## config.mk

```make
export PLATFORM = sky130hd
export DESIGN_NAME = lshift_seq_ctrl_flat
export DESIGN_NICKNAME = d
export VERILOG_FILES = /design/src/rtl/lshift_pkg.sv /design/src/rtl/lshift_seq_ctrl_if.sv /design/src/rtl/lshift_core.sv /design/src/rtl/lshift_seq_ctrl.sv /design/src/flat_wrapper.sv
export SDC_FILE = /design/constraint.sdc
export NUM_CORES = 1
export LEC_CHECK = 0
export BUFFER_PORTS_ARGS = -buffer_cell sky130_fd_sc_hd__clkbuf_2
export CAP_MARGIN = 0
export CORE_MARGIN = 10
export CORE_UTILIZATION = 52
export CTS_BUF_LIST = sky130_fd_sc_hd__clkbuf_16
export CTS_CLUSTER_SIZE = 28
export DETAILED_ROUTE_END_ITERATION = 10
export PLACE_DENSITY = 0.81
export SLEW_MARGIN = 20
export SYNTH_ARGS = -nofsm -noshare
export SYNTH_HDL_FRONTEND = slang
export SYNTH_SLANG_ARGS = --single-unit
```

## constraint.sdc

```tcl
create_clock -name clk -period 2.3 [get_ports clk]
set_input_delay 0.46 -clock clk [delete_from_list [all_inputs] [get_ports clk]]
set_output_delay 0.46 -clock clk [all_outputs]
set_load 0.005 [all_outputs]
```

## src/rtl/lshift_pkg.sv

```systemverilog
// Shared types and default sizes for the rotate-sequence controller and its
// rotate-register core.
package lshift_pkg;

  localparam int LSHIFT_WIDTH = 8;
  localparam int LSHIFT_CNT_W = 4;

  typedef enum logic [1:0] {
    ST_IDLE  = 2'd0,
    ST_LOAD  = 2'd1,
    ST_SHIFT = 2'd2,
    ST_DONE  = 2'd3
  } state_e;

endpackage

```

## src/rtl/lshift_seq_ctrl_if.sv

```systemverilog
// Command/result bundle between a requester (master) and the rotate-sequence
// controller (slave).
interface lshift_seq_ctrl_if #(
  parameter int WIDTH = 8,
  parameter int CNT_W = 4
);

  // Handshake: a command transfers on a rising edge where cmd_valid && cmd_ready.
  // cmd_ready never depends on cmd_valid. A requester may keep cmd_valid high;
  // the controller takes the next command only after the current one's done cycle.
  logic             cmd_valid;
  logic             cmd_ready;
  logic [WIDTH-1:0] cmd_val;
  logic [CNT_W-1:0] cmd_count;
  logic             abort;
  logic             busy;
  logic [WIDTH-1:0] data_out;
  logic             done;
  logic             aborted;

  modport master (
    output cmd_valid, cmd_val, cmd_count, abort,
    input  cmd_ready, busy, data_out, done, aborted
  );

  modport slave (
    input  cmd_valid, cmd_val, cmd_count, abort,
    output cmd_ready, busy, data_out, done, aborted
  );

endinterface

```

## src/rtl/lshift_core.sv

```systemverilog
// Rotate register: loads a value or rotates it left by one bit per enabled edge.
// Load wins over rotate if both are asserted.
module lshift_core #(
  parameter int WIDTH = lshift_pkg::LSHIFT_WIDTH
) (
  input  logic             clk,
  input  logic             rst,
  input  logic             load_en,
  input  logic             rot_en,
  input  logic [WIDTH-1:0] load_val,
  output logic [WIDTH-1:0] op
);

  logic [WIDTH-1:0] data_q;
  logic [WIDTH-1:0] data_d;

  always_comb begin
    data_d = data_q;
    if (load_en) begin
      data_d = load_val;
    end else if (rot_en) begin
      data_d = {data_q[WIDTH-2:0], data_q[WIDTH-1]};
    end
  end

  always_ff @(posedge clk or posedge rst) begin
    if (rst) begin
      data_q <= '0;
    end else begin
      data_q <= data_d;
    end
  end

  assign op = data_q;

endmodule

```

## src/rtl/lshift_seq_ctrl.sv

```systemverilog
// Rotate-sequence controller: accepts a (value, count) command, loads the
// rotate register, rotates it count times (abortable) and pulses done.
module lshift_seq_ctrl
  import lshift_pkg::*;
#(
  parameter int WIDTH = LSHIFT_WIDTH,
  parameter int CNT_W = LSHIFT_CNT_W
) (
  input  logic               clk,
  input  logic               rst,
  lshift_seq_ctrl_if.slave   bus,
  output state_e             state_dbg
);

  state_e           state_q,   state_d;
  logic [WIDTH-1:0] val_q,     val_d;
  logic [CNT_W-1:0] cnt_q,     cnt_d;
  logic             aborted_q, aborted_d;
  logic             load_en;
  logic             rot_en;

  always_comb begin
    state_d   = state_q;
    val_d     = val_q;
    cnt_d     = cnt_q;
    aborted_d = aborted_q;
    load_en   = 1'b0;
    rot_en    = 1'b0;
    unique case (state_q)
      ST_IDLE: begin
        if (bus.cmd_valid) begin
          val_d     = bus.cmd_val;
          cnt_d     = bus.cmd_count;
          aborted_d = 1'b0;
          state_d   = ST_LOAD;
        end
      end
      ST_LOAD: begin
        load_en = 1'b1;
        state_d = (cnt_q != '0) ? ST_SHIFT : ST_DONE;
      end
      ST_SHIFT: begin
        // Abort stops before this edge's rotation so data_out keeps the partial result.
        if (bus.abort) begin
          aborted_d = 1'b1;
          state_d   = ST_DONE;
        end else begin
          rot_en = 1'b1;
          cnt_d  = cnt_q - 1'b1;
          if (cnt_q == CNT_W'(1)) begin
            state_d = ST_DONE;
          end
        end
      end
      ST_DONE: begin
        aborted_d = 1'b0;
        state_d   = ST_IDLE;
      end
      default: state_d = ST_IDLE;
    endcase
  end

  always_ff @(posedge clk or posedge rst) begin
    if (rst) begin
      state_q   <= ST_IDLE;
      val_q     <= '0;
      cnt_q     <= '0;
      aborted_q <= 1'b0;
    end else begin
      state_q   <= state_d;
      val_q     <= val_d;
      cnt_q     <= cnt_d;
      aborted_q <= aborted_d;
    end
  end

  lshift_core #(
    .WIDTH (WIDTH)
  ) u_core (
    .clk      (clk),
    .rst      (rst),
    .load_en  (load_en),
    .rot_en   (rot_en),
    .load_val (val_q),
    .op       (bus.data_out)
  );

  assign bus.cmd_ready = (state_q == ST_IDLE) && !rst;
  assign bus.busy      = (state_q == ST_LOAD) || (state_q == ST_SHIFT);
  assign bus.done      = (state_q == ST_DONE);
  assign bus.aborted   = (state_q == ST_DONE) && aborted_q;
  assign state_dbg     = state_q;

endmodule

```

## src/flat_wrapper.sv

```systemverilog
// flat-port wrapper written by rule: the top's interface ports become plain ports
module lshift_seq_ctrl_flat import lshift_pkg::*;
#(
  parameter int WIDTH = LSHIFT_WIDTH,
  parameter int CNT_W = LSHIFT_CNT_W
)
  (clk, rst, state_dbg, bus_cmd_valid, bus_cmd_val, bus_cmd_count, bus_abort, bus_cmd_ready, bus_busy, bus_data_out, bus_done, bus_aborted);
  lshift_seq_ctrl_if #(.WIDTH(WIDTH), .CNT_W(CNT_W)) bus_i ();
  input  logic clk;
  input  logic rst;
  output state_e state_dbg;
  input wire logic [$bits(bus_i.cmd_valid)-1:0] bus_cmd_valid;
  input wire logic [$bits(bus_i.cmd_val)-1:0] bus_cmd_val;
  input wire logic [$bits(bus_i.cmd_count)-1:0] bus_cmd_count;
  input wire logic [$bits(bus_i.abort)-1:0] bus_abort;
  output wire logic [$bits(bus_i.cmd_ready)-1:0] bus_cmd_ready;
  output wire logic [$bits(bus_i.busy)-1:0] bus_busy;
  output wire logic [$bits(bus_i.data_out)-1:0] bus_data_out;
  output wire logic [$bits(bus_i.done)-1:0] bus_done;
  output wire logic [$bits(bus_i.aborted)-1:0] bus_aborted;
  assign bus_i.cmd_valid = bus_cmd_valid;
  assign bus_i.cmd_val = bus_cmd_val;
  assign bus_i.cmd_count = bus_cmd_count;
  assign bus_i.abort = bus_abort;
  assign bus_cmd_ready = bus_i.cmd_ready;
  assign bus_busy = bus_i.busy;
  assign bus_data_out = bus_i.data_out;
  assign bus_done = bus_i.done;
  assign bus_aborted = bus_i.aborted;
  lshift_seq_ctrl #(.WIDTH(WIDTH), .CNT_W(CNT_W)) u_core (.clk(clk), .rst(rst), .bus(bus_i), .state_dbg(state_dbg));
endmodule
```

==> impl_results.html <==
<table>
<tr><th>Metric</th><th>Value</th></tr>
<tr><th colspan="2">Run status</th></tr>
<tr><td>Run status</td><td>completed</td></tr>
<tr><th colspan="2">Placed design</th></tr>
<tr><td>Gpl congestion</td><td>0.823</td></tr>
<tr><td>Worst setup slack after placement</td><td>approximately 0.28 ns</td></tr>
<tr><td>Dpl cells</td><td>approximately 150</td></tr>
<tr><td>PortBufs</td><td>29</td></tr>
<tr><td>HPWL reported at the end of detailed placement</td><td>about 2.1 mm</td></tr>
<tr><th colspan="2">Logic synthesis</th></tr>
<tr><td>Share of synthesized flip-flops with an asynchronous set or reset</td><td>100%</td></tr>
<tr><td>Cell area after synthesis</td><td>between 1000 and 1500 µm²</td></tr>
<tr><td>Unique masters post-synth</td><td>29</td></tr>
<tr><td>Post-synth top area cell</td><td>sky130_fd_sc_hd__dfrtp_1</td></tr>
<tr><td>Synth Area per Inst</td><td>about 13 µm²</td></tr>
<tr><td>Post-synthesis sequential element count</td><td>23</td></tr>
<tr><td>Number of flops mapped to enable cells by yosys</td><td>0</td></tr>
<tr><td>Number of instances in the synthesized netlist</td><td>between 90 and 100</td></tr>
<tr><td>Primary FF master, synth</td><td>sky130_fd_sc_hd__dfrtp_1</td></tr>
<tr><td>Number of synthesis warnings</td><td>0</td></tr>
<tr><td>Top cells by area, synth</td><td>sky130_fd_sc_hd__dfrtp_1 47%, sky130_fd_sc_hd__mux2_2 23%, sky130_fd_sc_hd__ha_1 8.1%</td></tr>
<tr><td>Sequential fraction of the synthesis area</td><td>~47%</td></tr>
<tr><td>Synthesized Nets</td><td>around 120</td></tr>
<tr><td>Top cell type's share of synthesized area</td><td>~47%</td></tr>
<tr><th colspan="2">Routing</th></tr>
<tr><td>Count of unresolved DRC violations after routing</td><td>0</td></tr>
<tr><td>First-pass iteration count of the detailed router</td><td>4</td></tr>
<tr><td>Final antenna-violating net count</td><td>0</td></tr>
<tr><td>Total detailed-routing wirelength</td><td>2.62 mm</td></tr>
<tr><td>Routed vias</td><td>approximately 860</td></tr>
<tr><td>Routed length per instance</td><td>16.7 µm</td></tr>
<tr><td>Starting DRC count in detailed routing</td><td>28</td></tr>
<tr><td>Vias/cell</td><td>around 5.5</td></tr>
<tr><th colspan="2">STA</th></tr>
<tr><td>Actual transition at the worst max-transition pin</td><td>0.491 ns</td></tr>
<tr><td>RSZ-0062 raised after global routing</td><td>no</td></tr>
<tr><td>Post-route worst setup slack</td><td>approximately 0.28 ns</td></tr>
<tr><td>Post-Route Skew</td><td>0.00142 ns</td></tr>
<tr><td>Period minus WS final</td><td>between 2 and 2.5 ns</td></tr>
<tr><td>Count of final setup violators</td><td>0</td></tr>
<tr><td>F_max</td><td>approximately 0.49 GHz</td></tr>
<tr><td>Sum of negative setup slack</td><td>0 ns</td></tr>
<tr><td>Total count of hold-check failures in the final report</td><td>0</td></tr>
<tr><td>Post-route clock period utilization</td><td>87.9%</td></tr>
<tr><td>Rel. slew slack</td><td>67.2%</td></tr>
<tr><td>Final Max Slew Viols</td><td>0</td></tr>
<tr><th colspan="2">CTS</th></tr>
<tr><td>Number of buffers inserted by post-CTS setup repair</td><td>0</td></tr>
<tr><td>Clock sink count</td><td>23</td></tr>
<tr><td>Worst-skew pair later-pin latency</td><td>approximately 0.26 ns</td></tr>
<tr><td>Max clock buf depth</td><td>2</td></tr>
<tr><td>Number of buffers added by the clock tree synthesis step</td><td>3</td></tr>
<tr><td>Hold-fix buffers at CTS</td><td>0</td></tr>
<tr><td>Clock transition at the registers of the reported paths</td><td>0.06 ns</td></tr>
<tr><td>Clock tree from TritonCTS</td><td>yes</td></tr>
<tr><td>Quantity of gates resized following cts</td><td>0</td></tr>
<tr><td>Root buffer cell</td><td>sky130_fd_sc_hd__clkbuf_16</td></tr>
<tr><td>Number of H-tree branching levels</td><td>1</td></tr>
<tr><th colspan="2">Floorplanning</th></tr>
<tr><td>Height of the die</td><td>just under 70 µm</td></tr>
<tr><td>Die Width</td><td>68.6 µm</td></tr>
<tr><td>Site Rows</td><td>17</td></tr>
<tr><td>Area of the die</td><td>around 4700 µm²</td></tr>
<tr><td>Num ports</td><td>30</td></tr>
<tr><td>Std-Cell Core Area</td><td>2230 µm²</td></tr>
<tr><td>Initial core utilization</td><td>a little under three fifths</td></tr>
<tr><th colspan="2">Critical path</th></tr>
<tr><td>Required @ worst endpoint</td><td>2.44 ns</td></tr>
<tr><td>Worst Setup Start Kind</td><td>register</td></tr>
<tr><td>Cells along the critical path</td><td>inv_1, ha_1, and2b_2, nor2_2, mux2_2</td></tr>
<tr><td>Cell type group with the largest total delay on the critical path</td><td>simple AND/OR/NAND/NOR gates</td></tr>
<tr><td>WP data arrival</td><td>2.17 ns</td></tr>
<tr><td>Nature of the critical path endpoint</td><td>register</td></tr>
<tr><td>CP max-delay cell</td><td>sky130_fd_sc_hd__dfrtp_1</td></tr>
<tr><td>Worst path max stage delay</td><td>0.43 ns</td></tr>
<tr><td>Sum of buffers and inverters on the critical path</td><td>1</td></tr>
<tr><td>Setup CP Type</td><td>reg -&gt; reg</td></tr>
<tr><td>Critical path peak fanout</td><td>13</td></tr>
<tr><th colspan="2">Power and ir drop</th></tr>
<tr><td>PD cells</td><td>between 1500 and 2000 nW/µm²</td></tr>
<tr><td>Leak</td><td>slightly above 0.7 nW</td></tr>
<tr><td>Largest voltage drop on the vdd net</td><td>0.967 mV</td></tr>
<tr><th colspan="2">Global routing</th></tr>
<tr><td>Vias in the first global route</td><td>around 900</td></tr>
<tr><td>Overall Global Routing Usage</td><td>between 10% and 20%</td></tr>
<tr><td>Antenna violations before repair</td><td>0</td></tr>
<tr><td>Global-route wire length before repair</td><td>around 4.4 mm</td></tr>
<tr><td>Maximum number of pins on one net before global-route repair</td><td>19</td></tr>
<tr><td>Global-route congestion overflow total</td><td>0</td></tr>
<tr><th colspan="2">Job</th></tr>
<tr><td>Total of max-cap violations</td><td>0</td></tr>
<tr><th colspan="2">Final layout</th></tr>
<tr><td>Proportion of layout cells with a drive suffix above 1</td><td>between 40 and 50%</td></tr>
<tr><td>Area of the multi-input gates</td><td>614 µm²</td></tr>
<tr><td>Fin cells</td><td>157</td></tr>
<tr><td>Growth of design area from synthesis to finish</td><td>21.2%</td></tr>
<tr><td>Sequential Area</td><td>roughly 580 µm²</td></tr>
<tr><td>Number of inserted diodes</td><td>0</td></tr>
<tr><td>Filler instances</td><td>approximately 160</td></tr>
<tr><td>Total Nets Final</td><td>154</td></tr>
<tr><th colspan="2">Worst hold path</th></tr>
<tr><td>Type of the most critical hold path</td><td>in -&gt; async</td></tr>
</table>
==> cell usage after synthesis (2+ instances only) <==
cell / n
sky130_fd_sc_hd__dfrtp_1: 23
sky130_fd_sc_hd__buf_2: 2
sky130_fd_sc_hd__inv_1: 8
sky130_fd_sc_hd__ha_1: 8
sky130_fd_sc_hd__a2bb2oi_1: 2
sky130_fd_sc_hd__a221oi_1: 3
sky130_fd_sc_hd__mux2_2: 25
sky130_fd_sc_hd__nand2_1: 3
sky130_fd_sc_hd__nand2b_1: 2
sky130_fd_sc_hd__mux2i_1: 2
==> layout make-up <==
cell class | instances | area share (%)
flip-flops and latches | 23 | 38.6
inverters | 8 | 2.02
well taps | 28 | 2.35
clock inverters | 1 | 0.504
multi-input cells | 64 | 41.2
clock buffers | 3 | 5.04
repair buffers | 30 | 10.2
==> stage by stage <==
| step | instance area, µm² | power (mW) | hold WS [ns] | utilization [%] |
|---|---|---|---|---|
| finish | 1490 | 2.25 | 0.0970 | 66.7 |
| global route | 1490 | 2.43 | 0.120 | 66.7 |
| CTS | 1490 | 2.27 | 0.105 | 66.7 |
| detailed placement | 1410 | 1.88 | 0.383 | 63.0 |
| global placement | 1410 | 1.81 | 0.376 | 63.0 |
| floorplan | 1230 | 1.55 | 0.462 | - |
==> metal layers <==
| layer | wire (µm) | vias to the layer above | track usage [%] |
|---|---|---|---|
| met5 | 0 | - | 0 |
| met4 | 49 | 0 | 6.28 |
| met3 | 207 | 5 | 4.67 |
| met2 | 1270 | 24 | 18.5 |
| met1 | 1090 | 415 | 15.2 |
| li1 | - | 415 | - |
==> state kept, by name (all words and copies together) (netlist names) <==
signal and cells:
u_core.aborted_q 1, u_core.cnt_q 4, u_core.state_dbg 2, u_core.u_core.op 8, u_core.val_q 8
==> cell usage in the layout, fill, tap and decap left out <==
cell / count
sky130_fd_sc_hd__clkbuf_2: 29
sky130_fd_sc_hd__mux2_2: 25
sky130_fd_sc_hd__dfrtp_1: 23
sky130_fd_sc_hd__inv_1: 8
sky130_fd_sc_hd__ha_1: 8
sky130_fd_sc_hd__a221oi_1: 3
sky130_fd_sc_hd__nand2_1: 3
sky130_fd_sc_hd__clkbuf_16: 3
sky130_fd_sc_hd__nand2b_1: 2
sky130_fd_sc_hd__a2bb2oi_1: 2
sky130_fd_sc_hd__mux2i_1: 2
sky130_fd_sc_hd__or3_1: 1
sky130_fd_sc_hd__nor2b_2: 1
sky130_fd_sc_hd__o22ai_1: 1
sky130_fd_sc_hd__a21oi_1: 1
sky130_fd_sc_hd__or4b_1: 1
sky130_fd_sc_hd__nand4b_1: 1
sky130_fd_sc_hd__o211ai_1: 1
sky130_fd_sc_hd__nand3_1: 1
sky130_fd_sc_hd__o21ai_0: 1
sky130_fd_sc_hd__and2b_2: 1
sky130_fd_sc_hd__nor2_2: 1
sky130_fd_sc_hd__nor2b_1: 1
sky130_fd_sc_hd__and2_1: 1
sky130_fd_sc_hd__or3b_1: 1
sky130_fd_sc_hd__a21o_1: 1
sky130_fd_sc_hd__o311ai_0: 1
sky130_fd_sc_hd__o22a_2: 1
sky130_fd_sc_hd__mux2_4: 1
sky130_fd_sc_hd__nor3_1: 1
sky130_fd_sc_hd__clkinvlp_4: 1
sky130_fd_sc_hd__buf_4: 1
==> power by group <==
part | switching (mW) | internal [mW]
sequential | 0.151 | 0.619
clock | 0.151 | 0.236
combinational | 0.473 | 0.618
total | 0.775 | 1.47
==> cells by family (layout without fill, tap and decap cells) <==
group           after synthesis  after routing  synth area share (%)
buf+inv                      10             42                  3.26
flops                        23             23                  46.8
mux                          28             28                  25.7
fa+ha+maj                     8              8                  8.14
compound gates               12             12                  7.63
simple gates                 16             16                  8.44
==> path summary, 6_finish.rpt <==
| kind | from | endpoint | slack [ns] | depth (start not counted) |
|---|---|---|---|---|
| setup reg to reg | u_core.state_dbg[0]$_DFFE_PP0P_ | u_core.u_core.op[6]$_DFFE_PP0P_ | 0.28 | 5 |
| setup / recovery | u_core.state_dbg[0]$_DFFE_PP0P_ | u_core.u_core.op[6]$_DFFE_PP0P_ | 0.28 | 5 |
| max in group asynchronous | rst | u_core.val_q[1]$_DFFE_PP0P_ | 1.71 | 3 |
| min in group clk | bus_cmd_val[7] | u_core.val_q[7]$_DFFE_PP0P_ | 0.43 | 2 |
| hold reg to reg | u_core.val_q[2]$_DFFE_PP0P_ | u_core.val_q[2]$_DFFE_PP0P_ | 0.50 | 1 |
| hold / removal | rst | u_core.cnt_q[0]$_DFFE_PP0P_ | 0.1 | 2 |
Power figures use the tool's default switching activity.
